File: config.mk
export PLATFORM = sky130hd
export DESIGN_NAME = control_sequencer
export DESIGN_NICKNAME = d
export VERILOG_FILES = /design/src/rtl/control_sequencer.sv
export SDC_FILE = /design/constraint.sdc
export NUM_CORES = 1
export LEC_CHECK = 0
export ABC_AREA = 1
export ABC_CLOCK_PERIOD_IN_PS = 1500
export CAP_MARGIN = 20
export CORE_ASPECT_RATIO = 0.7
export CORE_MARGIN = 5
export CORE_UTILIZATION = 28
export CTS_CLUSTER_DIAMETER = 30
export CTS_CLUSTER_SIZE = 8
export DETAILED_ROUTE_END_ITERATION = 7
export HOLD_SLACK_MARGIN = 0.06
export PLACE_DENSITY = 0.82
export RECOVER_POWER = 25
export SYNTH_ARGS = -nofsm -noshare
export SYNTH_HDL_FRONTEND = slang
export SYNTH_SLANG_ARGS = --single-unit
File: constraint.sdc
create_clock -name Clock -period 1.5 [get_ports Clock]
set_clock_uncertainty 0.05 [all_clocks]
set_input_delay 0.3 -clock Clock [delete_from_list [all_inputs] [get_ports Clock]]
set_output_delay 0.3 -clock Clock [all_outputs]
set_load 0.01 [all_outputs]
File: src/rtl/control_sequencer.sv
// Hardwired Moore control sequencer driving the data_path control inputs for ld/ldi/st/addi/br/nop/halt.
// Optional macro SEQ_ILLEGAL_TRAP_EN: unknown opcodes halt and raise the illegal output.
module control_sequencer #(
  parameter int unsigned    OPW     = 5,
  parameter logic [OPW-1:0] ALU_ADD = 5'b00011
) (
  input  logic           Clock,
  input  logic           clear,
  input  logic [31:0]    ir,
  input  logic           con_ff,
  input  logic           stop,
  output logic           PCout,
  output logic           Zlowout,
  output logic           MDRout,
  output logic           Cout,
  output logic           MARin,
  output logic           PCin,
  output logic           MDRin,
  output logic           IRin,
  output logic           Yin,
  output logic           Zhighin,
  output logic           Zlowin,
  output logic           IncPC,
  output logic           Read,
  output logic           Write,
  output logic           Gra,
  output logic           Grb,
  output logic           Rin,
  output logic           Rout,
  output logic           BAOut,
  output logic           CONin,
  output logic [OPW-1:0] op,
`ifdef SEQ_ILLEGAL_TRAP_EN
  output logic           illegal,
`endif
  output logic           run,
  output logic [4:0]     state_out
);

  typedef enum logic [4:0] {
    StRst  = 5'd0,
    StT0   = 5'd1,
    StT1   = 5'd2,
    StT2   = 5'd3,
    StT3   = 5'd4,
    StT4   = 5'd5,
    StT5   = 5'd6,
    StT6   = 5'd7,
    StT7   = 5'd8,
    StHalt = 5'd9
  } state_e;

  typedef enum logic [2:0] {ClsLd, ClsLdi, ClsSt, ClsAddi, ClsBr} cls_e;

  localparam logic [4:0] OpLd   = 5'b00000;
  localparam logic [4:0] OpLdi  = 5'b00001;
  localparam logic [4:0] OpSt   = 5'b00010;
  localparam logic [4:0] OpAddi = 5'b01100;
  localparam logic [4:0] OpBr   = 5'b10010;
  localparam logic [4:0] OpNop  = 5'b11010;
  localparam logic [4:0] OpHalt = 5'b11011;

  state_e     state_q, state_d;
  cls_e       cls_q, cls_d;
  state_e     boundary_st;
  logic [4:0] opcode;
  logic       unused_ir;

  assign opcode    = ir[31:27];
  assign unused_ir = ^ir[26:0];

`ifdef SEQ_ILLEGAL_TRAP_EN
  logic illegal_q, illegal_d;
  assign illegal = illegal_q;
`endif

  always_ff @(posedge Clock or negedge clear) begin
    if (!clear) begin
      state_q   <= StRst;
      cls_q     <= ClsLd;
`ifdef SEQ_ILLEGAL_TRAP_EN
      illegal_q <= 1'b0;
`endif
    end else begin
      state_q   <= state_d;
      cls_q     <= cls_d;
`ifdef SEQ_ILLEGAL_TRAP_EN
      illegal_q <= illegal_d;
`endif
    end
  end

  always_comb begin
    state_d     = state_q;
    cls_d       = cls_q;
`ifdef SEQ_ILLEGAL_TRAP_EN
    illegal_d   = illegal_q;
`endif
    // stop only takes effect at an instruction boundary
    boundary_st = stop ? StHalt : StT0;
    unique case (state_q)
      StRst: state_d = StT0;
      StT0:  state_d = StT1;
      StT1:  state_d = StT2;
      StT2: begin
        state_d = StT3;
        case (opcode)
          OpLd:   cls_d = ClsLd;
          OpLdi:  cls_d = ClsLdi;
          OpSt:   cls_d = ClsSt;
          OpAddi: cls_d = ClsAddi;
          OpBr:   cls_d = ClsBr;
          OpNop:  state_d = boundary_st;
          OpHalt: state_d = StHalt;
          default: begin
`ifdef SEQ_ILLEGAL_TRAP_EN
            state_d   = StHalt;
            illegal_d = 1'b1;
`else
            state_d   = boundary_st;
`endif
          end
        endcase
      end
      StT3: state_d = StT4;
      StT4: state_d = StT5;
      StT5: state_d = (cls_q == ClsLdi || cls_q == ClsAddi) ? boundary_st : StT6;
      StT6: state_d = (cls_q == ClsBr) ? boundary_st : StT7;
      StT7: state_d = boundary_st;
      StHalt: state_d = StHalt;
      default: state_d = StRst;
    endcase
  end

  always_comb begin
    {PCout, Zlowout, MDRout, Cout, MARin, PCin, MDRin, IRin, Yin, Zhighin} = '0;
    {Zlowin, IncPC, Read, Write, Gra, Grb, Rin, Rout, BAOut, CONin}        = '0;
    op = '0;
    unique case (state_q)
      StT0: {PCout, MARin, IncPC, Zhighin, Zlowin} = '1;
      StT1: {Zlowout, PCin, Read, MDRin} = '1;
      StT2: {MDRout, IRin} = '1;
      StT3: begin
        case (cls_q)
          ClsAddi: {Grb, Rout, Yin} = '1;
          ClsBr:   {Gra, Rout, CONin} = '1;
          default: {Grb, BAOut, Yin} = '1;
        endcase
      end
      StT4: begin
        if (cls_q == ClsBr) begin
          {PCout, Yin} = '1;
        end else begin
          {Cout, Zhighin, Zlowin} = '1;
          op = ALU_ADD;
        end
      end
      StT5: begin
        case (cls_q)
          ClsBr: begin
            {Cout, Zhighin, Zlowin} = '1;
            op = ALU_ADD;
          end
          ClsLd, ClsSt: {Zlowout, MARin} = '1;
          default:      {Zlowout, Gra, Rin} = '1;
        endcase
      end
      StT6: begin
        case (cls_q)
          ClsBr: begin
            Zlowout = 1'b1;
            PCin    = con_ff;
          end
          ClsSt:   {Gra, Rout, MDRin} = '1;
          default: {Read, MDRin} = '1;
        endcase
      end
      StT7: begin
        if (cls_q == ClsSt) Write = 1'b1;
        else                {MDRout, Gra, Rin} = '1;
      end
      default: ;
    endcase
  end

  assign run       = (state_q != StRst) && (state_q != StHalt);
  assign state_out = state_q;

endmodule

==> results of run 1 <==
==> power by group through the flow <==
| stage | registers (mW) | clock network [mW] | logic, mW |
|---|---|---|---|
| 3_5_place_dp | 0.329 | 0 | 1.77 |
| 3_3_place_gp | 0.324 | 0 | 1.75 |
| 5_1_grt | 0.339 | 0.284 | 2.39 |
| 6_report | 0.331 | 0.268 | 2.23 |
| 2_1_floorplan | 0.356 | 0 | 0.737 |
| 4_1_cts | 0.320 | 0.277 | 1.96 |
==> cells by family (layout without fill, tap and decap cells) <==
group / count (synthesis) / after routing / share of synthesized area
buffers and inverters: 28 / 103 / 0.170
AO/OA/AOI/OAI: 11 / 11 / 0.0860
other: 1 / 4 / 0.00487
flip-flops: 7 / 7 / 0.227
AND/OR/NAND/NOR: 87 / 87 / 0.511
==> layout make-up <==
class                           instances  area share
Tap cell                               34      0.0275
Inverter                               21      0.0542
Multi-Input combinational cell        102       0.391
Clock buffer                            4      0.0291
Timing Repair Buffer                   78       0.383
Sequential cell                         7       0.115
==> stage by stage <==
| step | area, um2 | worst slack (ns) | power, mW | cells |
|---|---|---|---|---|
| after floorplan | 791 | -0.104 | 1.09 | 137 |
| after global placement | 1330 | -0.480 | 2.08 | 225 |
| after detailed placement | 1330 | -0.493 | 2.10 | 225 |
| after CTS | 1450 | -0.251 | 2.55 | 240 |
| after global routing | 1550 | -0.298 | 3.01 | 246 |
| final | 1550 | -0.239 | 2.83 | 246 |
==> layer usage <==
metal / up-vias / global-route usage / wire [um]
met5: - / 0 / 0
met4: 0 / 0.0491 / 43
met3: 6 / 0.0485 / 210
met2: 33 / 0.280 / 1600
met1: 516 / 0.187 / 1250
li1: 565 / - / -
==> registers in the layout, summed over array words and instances, names as in the netlist <==
register / flops
cls_q: 3
state_out: 4
==> Yosys cell counts <==
| cell | number |
|---|---|
| nand2_2 | 3 |
| inv_1 | 21 |
| nand4_1 | 1 |
| o211ai_1 | 3 |
| o21a_1 | 1 |
| o21ai_1 | 1 |
| a21oi_1 | 1 |
| nor3_1 | 2 |
| nand3_2 | 1 |
| nor2_1 | 17 |
| a31oi_1 | 1 |
| nor2_2 | 2 |
| nand3_1 | 14 |
| nand3b_1 | 1 |
| dfrtp_1 | 7 |
| nor2_4 | 3 |
| buf_4 | 7 |
| o21ai_0 | 4 |
| nand2_1 | 43 |
| conb_1 | 1 |
==> final timing paths <==
check,endpoint,slack (ns),cells after the start,start
min in group Clock,cls_q[0],0.49,2,cls_q[0]
max in group asynchronous,cls_q[0],0.78,1,clear
max reg2reg,state_out[3],0.12,7,state_out[1]
max,MDRout,-0.24,7,state_out[1]
min,cls_q[2],0.36,1,clear
min reg2reg,cls_q[0],0.49,2,cls_q[0]
==> timing repair <==
action	CTS	global route
endpoints found under the hold margin	0	0
setup buffers	12	6
endpoints found under the setup margin	27	27
gates resized for setup	139	13
pin swaps	13	12
hold buffers	0	0
==> critical path, delay by kind of cell (launching register included) <==
| family | cells | cell delay (ns) |
|---|---|---|
| simple gates | 3 | 0.27 |
| flops | 1 | 0.41 |
| compound gates | 1 | 0.08 |
| buf+inv | 3 | 0.40 |
==> impl_metrics.csv, run 1 <==
group,metric,value,unit
global_routing,antenna_found_initial,0,
power_and_ir_drop,cellPowerDensity,1830,nW/um2
worst_setup_path,required,1.15,ns
drt,drc_errors,0,
cts,numCtsBuffers,3,
drt,vias,1120,
worst_setup_path,critPathKind,"reg -> out",
drt,wl,3110,um
power_and_ir_drop,power.leakage,0.885,nW
sta,finalCritPeriodShare,1.16,
yosys,synthDistinctLibCells,20,
worst_setup_path,cp_max_fo,3,
worst_setup_path,crit_slowest_cell,"dfrtp_1",
global_routing,grt_pass1_wl,4790,um
placement,place_hpwl,2100,um
global_routing,grt_usage,0.159,
placement,numPortBuffers,35,
floorplan,dieWidth,72.7,um
hold_path,hold_path_class,"in -> async",
power_and_ir_drop,p_sw_frac,0.459,
drt,vias_per_cell,4.55,
floorplan,fp.dieArea,3920,um2
global_routing,grt_max_degree,8,
worst_setup_path,critPathMaxStageDelay,0.41,ns
worst_setup_path,worst_ep_arrival_time,1.39,ns
sta,rsz0062_at_grt,"true",
yosys,yosysTopAreaCellShare,0.227,
layout,final_nets,249,
cts,htreeDepth,1,
layout,final_common_cell,"buf_4",
cts,clk_pin_slew,0.04,ns
power_and_ir_drop,switchingPower,1.30,mW
power_and_ir_drop,share_comb_of_total_power,0.788,
layout,ff_latch_area,178,um2
yosys,synth_top_cell_by_area,"dfrtp_1",
yosys,ys_ff_latch,7,
global_routing,grt.overflow.total,0,
sta,final_hold_viol_count,0,
cts,worst_skew_pair.late_latency,0.23,ns
floorplan,rows,15,
yosys,synthCells,134,
floorplan,ioPinCount,67,
run,maxCapViolations,0,
yosys,ys_warn_count,0,
layout,fill_cells,240,
floorplan,chipHeight,53.9,um
worst_setup_path,critPathLaunchType,"register",
floorplan,initial_core_util,0.302,
layout,synthToLayoutAreaGrowth,101,%
status,status,"finished with violations",
global_routing,grt_pass1_vias,1048,
sta,maxClockFrequency,0.575,GHz
layout,antenna_cells,0,
drt,first_iter_violations,45,
power_and_ir_drop,clock_power_share,0.095,
floorplan,core-area,2550,um2
yosys,yosys-top-cells-area,"dfrtp_1 23%, nand2_1 21%, inv_1 10%, nand3_1 9.1%, nor2_1 8.3%",
placement,gp_congestion,0.823,
power_and_ir_drop,power_frac_seq,0.117,
layout,final_cell_mix,"35 x buf_4, 30 x nand2_1, 22 x buf_2",
cts,cts.path.max_buffers,2,
worst_setup_path,path_cells,"inv_2 > buf_6 > nand2_4 > nor2_1 > nand2_2 > o21ai_0 > buf_2",
sta,tns,-3.77,ns
drt,routedWlPerCell,12.6,um
power_and_ir_drop,p_int,1.53,mW
sta,finalHoldWorstSlack,0.355,ns
drt,final_antenna_net_count,0,
layout,final_layout_size_suffix_gt1_frac,0.514,
sta,setup_slack,-0.239,ns
cts,clk_root_buffer_cell,"clkbuf_8",
sta,drv_slew,0,
yosys,synth.avg_cell_area,5.75,um2
cts,clkSinkCount,7,
sta,setup_violations,24,
layout,fin_util,0.606,
drt,drt-pass1-iter-count,4,
cts,cts_tree,"built",
worst_setup_path,cp-end-kind,"output pin",
yosys,yosysSeqAreaShare,0.227,
yosys,syn-cell-area,771,um2
layout,multi_input_area,604,um2
status,violations,"setup timing",
sta,finalCriticalPeriod,1.74,ns
power_and_ir_drop,vdd_drop_max,0.000659,V
Note: power is estimated with default switching activity, not from simulation.
==> run 2: changes to the inputs <==
ABC_CLOCK_PERIOD_IN_PS = unset   (was 1500)
==> results of run 2 <==
No change in the layout: final DEF, timing and power equal those of run 1.
